$ cat config.mk
export PLATFORM = sky130hd
export DESIGN_NAME = com_bus_arbiter
export DESIGN_NICKNAME = d
export VERILOG_FILES = /design/src/rtl/com_bus_arbiter_pkg.sv /design/src/rtl/com_bus_arbiter_rr_priority_pick.sv /design/src/rtl/com_bus_arbiter.sv
export SDC_FILE = /design/constraint.sdc
export NUM_CORES = 1
export LEC_CHECK = 0
export ABC_AREA = 1
export BUFFER_PORTS_ARGS = -buffer_cell sky130_fd_sc_hd__buf_2
export CORE_MARGIN = 2
export CORE_UTILIZATION = 45
export DETAILED_ROUTE_END_ITERATION = 6
export PLACE_DENSITY = 0.64
export SYNTH_ARGS = -nofsm -noshare
export SYNTH_HDL_FRONTEND = slang
export SYNTH_SLANG_ARGS = --single-unit
$ cat constraint.sdc
create_clock -name clk -period 5.4 [get_ports clk]
set_clock_uncertainty 0.1 [all_clocks]
set_input_delay 0.81 -clock clk [delete_from_list [all_inputs] [get_ports clk]]
set_output_delay 0.81 -clock clk [all_outputs]
set_load 0.03 [all_outputs]
$ cat src/rtl/com_bus_arbiter_pkg.sv
// Shared definitions for the common snoop bus arbiter: parameter defaults,
// FSM encoding and the round-robin pointer advance helper.
package com_bus_arbiter_pkg;

  localparam int NUM_REQ_DEF  = 8;
  localparam int MAX_HOLD_DEF = 64;

  typedef enum logic [1:0] {
    ST_IDLE  = 2'b00,
    ST_GRANT = 2'b01,
    ST_TURN  = 2'b10
  } arb_state_e;

  // Pointer position just past the winner, wrapping at n.
  function automatic int rr_next(input int idx, input int n);
    return (idx + 1 >= n) ? 0 : idx + 1;
  endfunction

endpackage

$ cat src/rtl/com_bus_arbiter_rr_priority_pick.sv
// Combinational round-robin pick: first set request at or after i_ptr,
// wrapping modulo N. Returns one-hot winner, its index and a found flag.
module rr_priority_pick #(
  parameter int N  = 8,
  parameter int IW = $clog2(N)
) (
  input  logic [N-1:0]  i_req,
  input  logic [IW-1:0] i_ptr,
  output logic [N-1:0]  o_onehot,
  output logic [IW-1:0] o_idx,
  output logic          o_valid
);

  logic [IW-1:0] w_pos;

  always_comb begin
    o_onehot = '0;
    o_idx    = '0;
    o_valid  = 1'b0;
    w_pos    = '0;
    for (int k = 0; k < N; k++) begin
      w_pos = IW'((int'(i_ptr) + k) % N);
      if (!o_valid && i_req[w_pos]) begin
        o_valid         = 1'b1;
        o_onehot[w_pos] = 1'b1;
        o_idx           = w_pos;
      end
    end
  end

endmodule

$ cat src/rtl/com_bus_arbiter.sv
// Round-robin owner of the common snoop bus: one grant at a time, held for the
// owner's whole transaction, a turnaround cycle between owners, watchdog revoke.
module com_bus_arbiter
  import com_bus_arbiter_pkg::*;
#(
  parameter int NUM_REQ  = NUM_REQ_DEF,
  parameter int MAX_HOLD = MAX_HOLD_DEF
) (
  input  logic                       clk,
  input  logic                       rst_n,
  input  logic [NUM_REQ-1:0]         Com_Bus_Req,
  output logic [NUM_REQ-1:0]         Com_Bus_Gnt,
  output logic [$clog2(NUM_REQ)-1:0] Gnt_id,
  output logic                       Bus_busy,
  output logic                       Timeout_err,
  output logic [1:0]                 o_dbg_state
);

  localparam int IW = $clog2(NUM_REQ);
  localparam int HW = (MAX_HOLD < 1) ? 1 : $clog2(MAX_HOLD + 1);

  arb_state_e   r_state, w_state_nxt;
  logic [NUM_REQ-1:0] r_gnt, w_gnt_nxt;
  logic [IW-1:0]      r_gnt_id, w_gnt_id_nxt;
  logic               r_busy, w_busy_nxt;
  logic               r_tout, w_tout_nxt;
  logic [IW-1:0]      r_rr_ptr, w_rr_ptr_nxt;
  logic [HW-1:0]      r_hold_cnt, w_hold_nxt;

  logic [NUM_REQ-1:0] w_pick_gnt;
  logic [IW-1:0]      w_pick_idx;
  logic               w_pick_valid;
  logic               w_owner_req;
  logic               w_wd_fire;

  rr_priority_pick #(.N(NUM_REQ), .IW(IW)) u_pick (
    .i_req    (Com_Bus_Req),
    .i_ptr    (r_rr_ptr),
    .o_onehot (w_pick_gnt),
    .o_idx    (w_pick_idx),
    .o_valid  (w_pick_valid)
  );

  assign w_owner_req = Com_Bus_Req[r_gnt_id];
  // hold_cnt counts completed grant cycles, so MAX_HOLD-1 marks the last one.
  assign w_wd_fire   = (MAX_HOLD != 0) && (r_hold_cnt == HW'(MAX_HOLD - 1));

  always_ff @(posedge clk or negedge rst_n) begin
    if (!rst_n) begin
      r_state    <= ST_IDLE;
      r_gnt      <= '0;
      r_gnt_id   <= '0;
      r_busy     <= 1'b0;
      r_tout     <= 1'b0;
      r_rr_ptr   <= '0;
      r_hold_cnt <= '0;
    end else begin
      r_state    <= w_state_nxt;
      r_gnt      <= w_gnt_nxt;
      r_gnt_id   <= w_gnt_id_nxt;
      r_busy     <= w_busy_nxt;
      r_tout     <= w_tout_nxt;
      r_rr_ptr   <= w_rr_ptr_nxt;
      r_hold_cnt <= w_hold_nxt;
    end
  end

  always_comb begin
    w_state_nxt  = r_state;
    w_gnt_nxt    = r_gnt;
    w_gnt_id_nxt = r_gnt_id;
    w_busy_nxt   = r_busy;
    w_tout_nxt   = 1'b0;
    w_rr_ptr_nxt = r_rr_ptr;
    w_hold_nxt   = r_hold_cnt;
    case (r_state)
      // TURN arbitrates like IDLE; its own cycle already provides the gap.
      ST_IDLE, ST_TURN: begin
        if (w_pick_valid) begin
          w_state_nxt  = ST_GRANT;
          w_gnt_nxt    = w_pick_gnt;
          w_gnt_id_nxt = w_pick_idx;
          w_busy_nxt   = 1'b1;
          w_rr_ptr_nxt = IW'(rr_next(int'(w_pick_idx), NUM_REQ));
          w_hold_nxt   = '0;
        end else begin
          w_state_nxt = ST_IDLE;
          w_gnt_nxt   = '0;
          w_busy_nxt  = 1'b0;
        end
      end
      ST_GRANT: begin
        if (!w_owner_req || w_wd_fire) begin
          w_state_nxt = ST_TURN;
          w_gnt_nxt   = '0;
          w_busy_nxt  = 1'b0;
          w_tout_nxt  = w_owner_req;
        end else if (r_hold_cnt != '1) begin
          w_hold_nxt = r_hold_cnt + HW'(1);
        end
      end
      default: begin
        w_state_nxt = ST_IDLE;
        w_gnt_nxt   = '0;
        w_busy_nxt  = 1'b0;
      end
    endcase
  end

  assign Com_Bus_Gnt = r_gnt;
  assign Gnt_id      = r_gnt_id;
  assign Bus_busy    = r_busy;
  assign Timeout_err = r_tout;
  assign o_dbg_state = r_state;

endmodule

==> results of run 1 <==
path summary, 6_finish.rpt:
kind	start	endpoint	slack (ps)	cells after the start
min in group asynchronous	rst_n	r_rr_ptr[2]$_DFFE_PN0P_	420	1
max reg2reg	r_rr_ptr[0]$_DFFE_PN0P_	r_rr_ptr[2]$_DFFE_PN0P_	1230	18
max in group asynchronous	rst_n	o_dbg_state[1]$_DFFE_PN0P_	4410	1
min reg2reg	Com_Bus_Gnt[1]$_DFFE_PN0P_	Com_Bus_Gnt[1]$_DFFE_PN0P_	380	2
max	r_rr_ptr[0]$_DFFE_PN0P_	r_rr_ptr[2]$_DFFE_PN0P_	1230	18
min	Com_Bus_Gnt[1]$_DFFE_PN0P_	Com_Bus_Gnt[1]$_DFFE_PN0P_	380	2
layout make-up:
cell class	instances	area, um^2	share of cell area (%)
multi-input cells	312	1590	60.1
flip-flops and latches	24	601	22.7
inverters	46	174	6.58
repair buffers	24	120	4.55
well taps	70	87.6	3.32
clock buffers	3	41.3	1.56
clock inverters	1	30.0	1.14
cell families (layout without fill, tap and decap cells):
group | Yosys count | in the layout | synth area share (%)
mux | 2 | 2 | 0.821
fa+ha+maj | 8 | 8 | 4.10
flops | 24 | 24 | 24.6
simple gates | 257 | 257 | 47.9
buf+inv | 58 | 74 | 10.3
xor+xnor | 3 | 3 | 1.08
compound gates | 42 | 42 | 11.1
state kept, by name, indices dropped and copies added (netlist names):
register,cells
Bus_busy,1
r_hold_cnt,7
r_rr_ptr,3
Com_Bus_Gnt,8
o_dbg_state,1
Timeout_err,1
Gnt_id,3
cell usage after synthesis, types with 2 or more instances:
| master | number |
|---|---|
| nand2_1 | 127 |
| buf_6 | 3 |
| o22ai_1 | 3 |
| o21ai_0 | 11 |
| xor2_1 | 2 |
| o21ai_2 | 3 |
| o211ai_1 | 5 |
| o21ai_1 | 2 |
| nand4_1 | 6 |
| nand2_2 | 3 |
| dfrtp_1 | 24 |
| nand2_4 | 3 |
| nor2_2 | 2 |
| buf_2 | 5 |
| inv_1 | 39 |
| a21oi_1 | 9 |
| a211oi_1 | 2 |
| nor2_1 | 36 |
| o21a_1 | 2 |
| nand3b_1 | 2 |
| mux2i_1 | 2 |
| nand3_1 | 56 |
| nor3_1 | 14 |
| nand3_2 | 4 |
| ha_1 | 8 |
| inv_2 | 6 |
| clkbuf_1 | 2 |
through the flow:
step / hold WS, ps / utilization, %
floorplan: 360 / -
global placement: 358 / 49.7
detailed placement: 361 / 49.7
CTS: 383 / 51.1
global route: 408 / 51.1
finish: 380 / 51.1
layer usage:
metal / wire (um) / up-vias
met5: 0 / -
met4: 136 / 0
met3: 399 / 12
met2: 3280 / 84
met1: 3060 / 1193
li1: - / 1318
worst max-delay path, stage by stage (launching register included):
cell      delay (ps)
dfrtp_1          850
inv_2            350
ha_1             660
inv_1            330
nand3_1          220
nand3_2          120
nand2_4          190
nor2_8            60
nand3_2           90
inv_1             60
nand2_1          220
nand2_1           70
nand3b_1         160
nand2_1          120
inv_2             50
ha_1             180
nor2_1           100
nand3_1           80
nand3_1           70
==> summary.md, run 1 <==
| Metric | Value |
|---|---|
| Htree depth | `1` |
| Prevailing post-synth register cell | `dfrtp_1` |
| Crit path DAT | `4280 ps` |
| DR vias/cell | `around 5.4` |
| Sink Count | `24` |
| Max Root-Sink Buffers | `2` |
| GRT Total Usage | `about a quarter` |
| Post-CTS Hold Fix Bufs | `0` |
| Rows | `26` |
| Grt met1 use | `a little under a third` |
| Largest net degree at the start of global routing | `26` |
| IO buf count | `24` |
| Slew margin rel. | `38.8%` |
| Setup TNS | `0 ps` |
| Post-cts sizing count | `0` |
| Average wire per cell in the routed design | `14.3 um` |
| Synth Instances | `slightly below 400` |
| Seq/Total Area, Yosys | `approximately a quarter` |
| Final period utilization | `between 70 and 80%` |
| Final Hold Vio Count | `0` |
| Critical path class | `reg2reg` |
| Synthesized cell area | `between 2000 and 2500 um^2` |
| Pre-CTS setup slack | `between 1000 and 1500 ps` |
| Iter 0 DRT Violations | `approximately 250` |
| Vias in the first global route | `about 2400` |
| HP Class | `reg2reg` |
| Fmax | `between 200 and 250 MHz` |
| Synth cell types | `40` |
| CTS tree | `done` |
| Max-cap violations | `0` |
| Core Region | `a little over 5000 um^2` |
| Clock transition at path regs | `around 90 ps` |
| I/O pin cnt | `25` |
| Synth Register Bits | `24` |
| Dpl cell area | `~2600 um^2` |
| Req. time, crit path | `~5500 ps` |
| First drt pass iteration count | `5` |
| RSZ-0062 raised after global routing | `no` |
| Final WS setup | `1230 ps` |
| Post-DRT Antenna Nets | `0` |
| Busiest grt layer | `met2` |
| Clock root buffer | `clkbuf_8` |
| Placed insts | `476` |
| Fillcell total | `548` |
| Cell taking the most area after synthesis | `dfrtp_1` |
| Total CTS buffers | `3` |
| Fin. max-slew vios | `0` |
| Top cell type's share of synthesized area | `24.6%` |
| Most frequent cells in the layout | `127 x nand2_1, 56 x nand3_1, 39 x inv_1, 36 x nor2_1` |
| Die area | `between 6000 and 7000 um^2` |
| Element type at the critical path start | `register` |
| Worst-Margin Slew | `911 ps` |
| Tmin final | `~4200 ps` |
| GR Overflow Total | `0` |
| Fin cells | `480` |
| Setup bufs post-CTS | `0` |
| Final nets | `around 430` |
| Layout cells sized above 1 | `a little over an eighth` |
| First-pass GRT wire length | `approximately 12 mm` |
| Initial Util | `~47%` |
| Average size of a mapped cell | `6.19 um^2` |
| Outcome | `complete, no violations` |
| DIE WIDTH | `between 70 and 80 um` |
| P&R area growth vs syn | `8.26%` |
| # setup viols final | `0` |
| Fin area | `2640 um^2` |
| Initial antenna violation count | `0` |
| Diodes inserted | `0` |
| Post-synth ARST share | `100%` |
| Synth top area cells | `dfrtp_1 25%, nand2_1 20%, nand3_1 11%, inv_1 6.0%, nor2_1 5.5%` |
| Final GP Congestion | `a little under 1` |
| Syn nets | `412` |
| Number of flops mapped to enable cells by yosys | `0` |
| Routed vias | `approximately 2600` |
| Final Routed Wirelength | `between 6 and 7 mm` |
| Count of warnings emitted by yosys | `0` |
| Post-route DRC violation count | `0` |
| Clk_lat worst skew | `270 ps` |
| M2 GR Usage | `between 30% and 40%` |
| Die Y | `about 78 um` |
| Worst-path fanout max | `25` |
| GR met3 Demand/Resource | `approximately 4%` |
| Hpwl dp | `5.42 mm` |
| Most common cell after layout, fill and taps aside | `nand2_1` |
| Worst setup EP type | `register` |
Power of run 1 is left out: the tool's default activity adds up to more than one toggle a clock period on the data nets, which glitch-free logic cannot reach.
==> run 2: changes to the inputs <==
Settings changed: PLACE_DENSITY 0.64 to 0.66.
Clock period 5.4 ns to 3.45 ns, I/O delays scaled along.
==> run 2 against run 1 <==
Compared with the run above: hold slack worse by 260 ps; fmax is 36% higher; via count rose by 3.4%; sequential cell count stayed put; design area rose by 2.0%; core utilization is 1.0 points higher; register-to-register slack got worse by 850 ps; sequential share of layout area shrank 0.41 points; routed wire length down 0.66%; die area unchanged; global-route usage fell by 0.56 points; cell count is 1.5% higher.
==> summary.md, run 2 (synthesis results as in run 1) <==
| Metric | Value |
|---|---|
| Total CTS buffers | `3 (unchanged)` |
| Most frequent cells in the layout | `127 x nand2_1, 56 x nand3_1, 39 x inv_1, 36 x nor2_1, 24 x buf_2` |
| Core Region | `5170 um^2 (unchanged)` |
| Die Y | `77.6 um (unchanged)` |
| Seq. cell area | `602 um^2 (+0.21%)` |
| Fin. max-slew vios | `0 (unchanged)` |
| Setup bufs post-CTS | `0 (unchanged)` |
| Clock root buffer | `clkbuf_8` |
| Clk_lat worst skew | `260 ps (about the same)` |
| Initial Util | `47.2% (unchanged)` |
| Average wire per cell in the routed design | `14.0 um (-2.1%)` |
| Die area | `6030 um^2 (unchanged)` |
| Worst-Margin Slew | `529 ps (-382 ps)` |
| Area of the multi-input gates | `1590 um^2 (unchanged)` |
| Worst reg2reg path endpoint | `r_rr_ptr[2]$_DFFE_PN0P_` |
| First drt pass iteration count | `5 (unchanged)` |
| Vias in the first global route | `2479 (+1.3%)` |
| Sink Count | `24 (unchanged)` |
| Rows | `26 (unchanged)` |
| Iter 0 DRT Violations | `204 (-20%)` |
| Tmin final | `3080 ps (-1100 ps)` |
| CTS tree | `done` |
| Setup TNS | `0 ps (unchanged)` |
| IO buf count | `24 (unchanged)` |
| Crit path launch | `r_rr_ptr[0]$_DFFE_PN0P_` |
| P&R area growth vs syn | `10.5%` |
| Htree depth | `1 (unchanged)` |
| Critical path class | `reg2reg` |
| Reg2reg start | `r_rr_ptr[0]$_DFFE_PN0P_` |
| Slowest CP cell | `dfrtp_1` |
| I/O pin cnt | `25 (unchanged)` |
| Final period utilization | `89.2% (+12 points)` |
| CP dominant cell by count | `nand3_1` |
| Most common cell after layout, fill and taps aside | `nand2_1` |
| RSZ-0062 raised after global routing | `no` |
| Worst setup EP type | `register` |
| Worst-path fanout max | `13 (-48%)` |
| GR Overflow Total | `0 (unchanged)` |
| Cell family with most CP delay | `simple AND/OR/NAND/NOR gates` |
| Final Hold Vio Count | `0 (unchanged)` |
| Routed vias | `2696 (+3.4%)` |
| DIE WIDTH | `77.6 um (unchanged)` |
| Outcome | `complete, no violations` |
| Fmax | `325 MHz (+36%)` |
| Crit path cell chain | `inv_2 -> ha_1 -> buf_4 -> nand3_1 -> nand2_1 -> inv_2 -> o21ai_4 -> nand4_2 -> nor2_1 -> nor2_1 -> nand3_1 -> nand2_1 -> inv_2 -> ha_1 -> nor2_1 -> nand3_1 -> nand3_1` |
| Fillcell total | `556 (+1.5%)` |
| Reg2reg setup slack | `370 ps (-850 ps)` |
| Max Root-Sink Buffers | `2 (unchanged)` |
| Hpwl dp | `5.35 mm (-1.4%)` |
| GRT Total Usage | `23.1% (-0.56 points)` |
| Largest net degree at the start of global routing | `25 (-3.8%)` |
| Initial antenna violation count | `0 (unchanged)` |
| Diodes inserted | `0 (unchanged)` |
| Slew margin rel. | `64.7% (+26 points)` |
| Crit path largest cell delay | `550 ps (-300 ps)` |
| Final GP Congestion | `0.965 (-0.80%)` |
| DR vias/cell | `5.54 (+1.9%)` |
| Crit path DAT | `3130 ps (-1150 ps)` |
| Req. time, crit path | `3500 ps (-2010 ps)` |
| Final Routed Wirelength | `6.83 mm (-0.66%)` |
| Final WS setup | `374 ps (-854 ps)` |
| Element type at the critical path start | `register` |
| Layout cells sized above 1 | `15.3% (+1.7 points)` |
| Post-route DRC violation count | `0 (unchanged)` |
| R2R cell count | `17 (-1)` |
| Max reg flops | `8 (unchanged)` |
| Clock transition at path regs | `80 ps (about the same)` |
| # setup viols final | `0 (unchanged)` |
| Pre-CTS setup slack | `303 ps (-1030 ps)` |
| Max-cap violations | `0 (unchanged)` |
| Crit path buf inv count | `4 (unchanged)` |
| Post-DRT Antenna Nets | `0 (unchanged)` |
| First-pass GRT wire length | `11.4 mm (-0.84%)` |
| HP Class | `in2async` |
| Final nets | `436 (+1.6%)` |
==> run 2: cell count changes in the layout (fill, tap and decap cells not counted) <==
cell     change
buf_4        +7
dfrtp_1      -1
dfrtp_2      +1
==> run 2: worst max path at each step <==
stage	slack, ps	to	depth (start not counted)
after global placement	370	r_rr_ptr[2]$_DFFE_PN0P_	17
after global routing	30	r_rr_ptr[2]$_DFFE_PN0P_	17
after CTS	290	r_rr_ptr[2]$_DFFE_PN0P_	17
after floorplan	490	r_rr_ptr[1]$_DFFE_PN0P_	18
final	370	r_rr_ptr[2]$_DFFE_PN0P_	17
after detailed placement	300	r_rr_ptr[2]$_DFFE_PN0P_	17
==> run 2: layout make-up <==
class / instances / area share, %
clock inverter: 1 / 1.11
sequential: 24 / 22.3
multi-input combinational: 312 / 58.9
clock buffer: 3 / 1.53
tap: 70 / 3.25
timing repair buffer: 31 / 6.41
inverter: 46 / 6.45
==> run 2: repair_timing <==
action,in CTS,in global routing
hold buffers,0,0
resized for setup,0,1
endpoints found under the setup margin,0,4
==> run 2: metal layers <==
| metal | up-vias | global-route usage [%] | part of all wire, % |
|---|---|---|---|
| li1 | 1345 | - | - |
| met1 | 1211 | 31.3 | 45 |
| met2 | 109 | 37.3 | 45 |
| met3 | 31 | 3.49 | 5.7 |
| met4 | 0 | 8.04 | 4.5 |
| met5 | - | 0 | 0 |
==> run 2: through the flow <==
stage / hold slack [ps] / util [%] / std cells / cell area (um^2)
after floorplan: 122 / - / 394 / 2440
after global placement: 359 / 50.7 / 483 / 2620
after detailed placement: 364 / 50.7 / 483 / 2620
after CTS: 141 / 52.1 / 487 / 2690
after global routing: 164 / 52.1 / 487 / 2700
final: 122 / 52.1 / 487 / 2700
Power of run 2 is left out for the same reason.
==> run 3: changes to the inputs <==
Settings changed: SYNTH_HIERARCHICAL from default to 1.
==> run 3 against run 2 <==
Compared with the run above: die area is 13% higher; critical path depth shrank 1; routed wire length is 12% higher; area after synthesis rose by 13%.
==> summary.md, run 3 <==
| Metric | Value |
|---|---|
| Fin. max-slew vios | `0 (unchanged)` |
| Final nets | `492 (+13%)` |
| Core Region | `5920 um^2 (+14%)` |
| Crit path launch | `r_rr_ptr[0]$_DFFE_PN0P_` |
| Dpl cell area | `2880 um^2 (+9.7%)` |
| GR Overflow Total | `0 (unchanged)` |
| Routed vias | `3063 (+14%)` |
| Fmax | `317 MHz (-2.5%)` |
| Max Root-Sink Buffers | `2 (unchanged)` |
| Post-DRT Antenna Nets | `0 (unchanged)` |
| Synth Instances | `461 (+17%)` |
| Req. time, crit path | `3500 ps (about the same)` |
| Vias in the first global route | `2645 (+6.7%)` |
| Synthesized cell area | `2770 um^2 (+13%)` |
| First drt pass iteration count | `5 (unchanged)` |
| Prevailing post-synth register cell | `dfrtp_1` |
| HP Class | `in2async` |
| Die area | `6800 um^2 (+13%)` |
| Crit path largest cell delay | `430 ps (-120 ps)` |
| Final Routed Wirelength | `7.66 mm (+12%)` |
| First-pass GRT wire length | `12.7 mm (+11%)` |
| Setup TNS | `0 ps (unchanged)` |
| Tmin final | `3160 ps (+79.4 ps)` |
| Layout cells sized above 1 | `15.0% (-0.34 points)` |
| Final period utilization | `91.5% (+2.3 points)` |
| RSZ-0062 raised after global routing | `no` |
| Crit path buf inv count | `3 (-1)` |
| Crit path DAT | `3200 ps (+70 ps)` |
| Max-cap violations | `0 (unchanged)` |
| Worst-Margin Slew | `530 ps (+0.124 ps)` |
| CTS tree | `done` |
| Critical path class | `reg2reg` |
| Cell family with most CP delay | `simple AND/OR/NAND/NOR gates` |
| Sink Count | `24 (unchanged)` |
| Iter 0 DRT Violations | `253 (+24%)` |
| Final hold slack | `120 ps (-1.92 ps)` |
| Average wire per cell in the routed design | `14.0 um (-0.28%)` |
| Top cell type's share of synthesized area | `21.7% (-2.9 points)` |
| Most common cell after layout, fill and taps aside | `nand2_1` |
| Post-synth top cells | `116 x nand2_1, 104 x nand3_1, 49 x nor2_1, 37 x inv_1, 27 x nor3_1` |
| Die Y | `82.4 um (+6.2%)` |
| Fin area | `2940 um^2 (+9.1%)` |
| Hpwl dp | `5.94 mm (+11%)` |
| Initial antenna violation count | `0 (unchanged)` |
| Final GP Congestion | `0.964 (about the same)` |
| Slowest CP cell | `dfrtp_1` |
| Largest net degree at the start of global routing | `25 (unchanged)` |
| Cell taking the most area after synthesis | `dfrtp_1` |
| IO buf count | `24 (unchanged)` |
| I/O pin cnt | `25 (unchanged)` |
| DR vias/cell | `5.59 (+0.97%)` |
| Post-synth ARST share | `100% (unchanged)` |
| Slew margin rel. | `64.7% (about the same)` |
| Clock transition at path regs | `80 ps (about the same)` |
| Seq/Total Area, Yosys | `21.7% (-2.9 points)` |
| DIE WIDTH | `82.4 um (+6.2%)` |
| P&R area growth vs syn | `6.24%` |
| Synth Register Bits | `24 (unchanged)` |
| Most frequent cells in the layout | `116 x nand2_1, 104 x nand3_1, 49 x nor2_1, 37 x inv_1, 27 x nor3_1` |
| Synth cell types | `33 (-18%)` |
| Rows | `28 (+7.7%)` |
| CP dominant cell by count | `nand3_1` |
| Synth top area cells | `dfrtp_1 22%, nand3_1 19%, nand2_1 16%, nor2_1 6.6%, inv_1 5.0%` |
| Htree depth | `1 (unchanged)` |
| # setup viols final | `0 (unchanged)` |
| Diodes inserted | `0 (unchanged)` |
| Average size of a mapped cell | `6.01 um^2 (-3.0%)` |
| Outcome | `complete, no violations` |
| Total CTS buffers | `3 (unchanged)` |
| Clock root buffer | `clkbuf_8` |
| Final Hold Vio Count | `0 (unchanged)` |
| Syn nets | `479 (+16%)` |
| Post-route DRC violation count | `0 (unchanged)` |
| Max reg flops | `8 (unchanged)` |
| Worst-path fanout max | `24 (+11)` |
| Crit path cell chain | `inv_4 -> buf_4 -> nand2_1 -> nand3_1 -> nand3_1 -> nand2_1 -> inv_2 -> nand3_2 -> nor2_2 -> nand3_1 -> nand3_1 -> nor2_1 -> nand3_1 -> ha_1 -> o21ai_0 -> nand2_1` |
| Element type at the critical path start | `register` |
| Number of flops mapped to enable cells by yosys | `0 (unchanged)` |
| Reg2reg start | `r_rr_ptr[0]$_DFFE_PN0P_` |
| GRT Total Usage | `24.0% (+0.96 points)` |
| Most common cell in the synthesized netlist | `nand2_1` |
| Worst setup EP type | `register` |
| Count of warnings emitted by yosys | `6 (+6)` |
| Initial Util | `46.8% (-0.40 points)` |
| Clk_lat worst skew | `260 ps (about the same)` |
[run 3: metrics by stage]
step,utilization (%),instances,worst slack [ps]
after global placement,48.6,544,317
after floorplan,-,461,480
after CTS,49.5,548,260
after detailed placement,48.6,544,283
final,49.7,548,295
after global routing,49.7,548,15.8
[run 3: kinds of logic (layout without fill, tap and decap cells)]
| family | after synthesis | count (layout) | synth area share [%] |
|---|---|---|---|
| AO/OA/AOI/OAI | 16 | 16 | 3.34 |
| XOR/XNOR | 3 | 3 | 1.63 |
| adder cells (fa/ha/maj) | 8 | 8 | 3.62 |
| buffers and inverters | 74 | 86 | 13.0 |
| flip-flops | 24 | 24 | 21.7 |
| AND/OR/NAND/NOR | 336 | 336 | 56.8 |
[run 3: layer usage]
layer	share of wire, %	track usage, %	up-vias	wire [um]
met2	45	37.3	124	3470
li1	-	-	1531	-
met5	0	0	-	0
met4	2.2	6.67	0	167
met1	46	34.7	1394	3500
met3	6.7	3.26	14	515
[run 3: worst paths after layout]
check	endpoint	slack, ps	cells past startpoint
worst max-delay path	r_rr_ptr[1]$_DFFE_PN0P_	290	16
worst min-delay path	Com_Bus_Gnt[2]$_DFFE_PN0P_	120	1
worst max register to register	r_rr_ptr[1]$_DFFE_PN0P_	290	16
worst min register to register	Com_Bus_Gnt[4]$_DFFE_PN0P_	400	2
max in group asynchronous	r_rr_ptr[1]$_DFFE_PN0P_	2770	1
min in group clk	Com_Bus_Gnt[4]$_DFFE_PN0P_	400	2
[run 3: worst reg2reg max path, stage by stage, from the launching register on]
cell	delay, ps
dfrtp_1	430
inv_4	40
buf_4	210
nand2_1	110
nand3_1	90
nand3_1	150
nand2_1	300
inv_2	300
nand3_2	130
nor2_2	380
nand3_1	140
nand3_1	90
nor2_1	40
nand3_1	120
ha_1	240
o21ai_0	70
nand2_1	90
[run 3: what timing repair did]
action | 4_1_cts | 5_1_grt
hold buffers | 0 | 0
setup endpoints to repair | 0 | 3
setup buffers | 0 | 0
resized for setup | 0 | 1
[run 3: cell type report]
type	instances	area (um^2)
Fill cell	645	2980
Multi-Input combinational cell	363	1820
Sequential cell	24	601
Timing Repair Buffer	33	188
Inverter	49	186
Tap cell	75	93.8
Clock buffer	4	55.1
Power of run 3 is left out for the same reason.
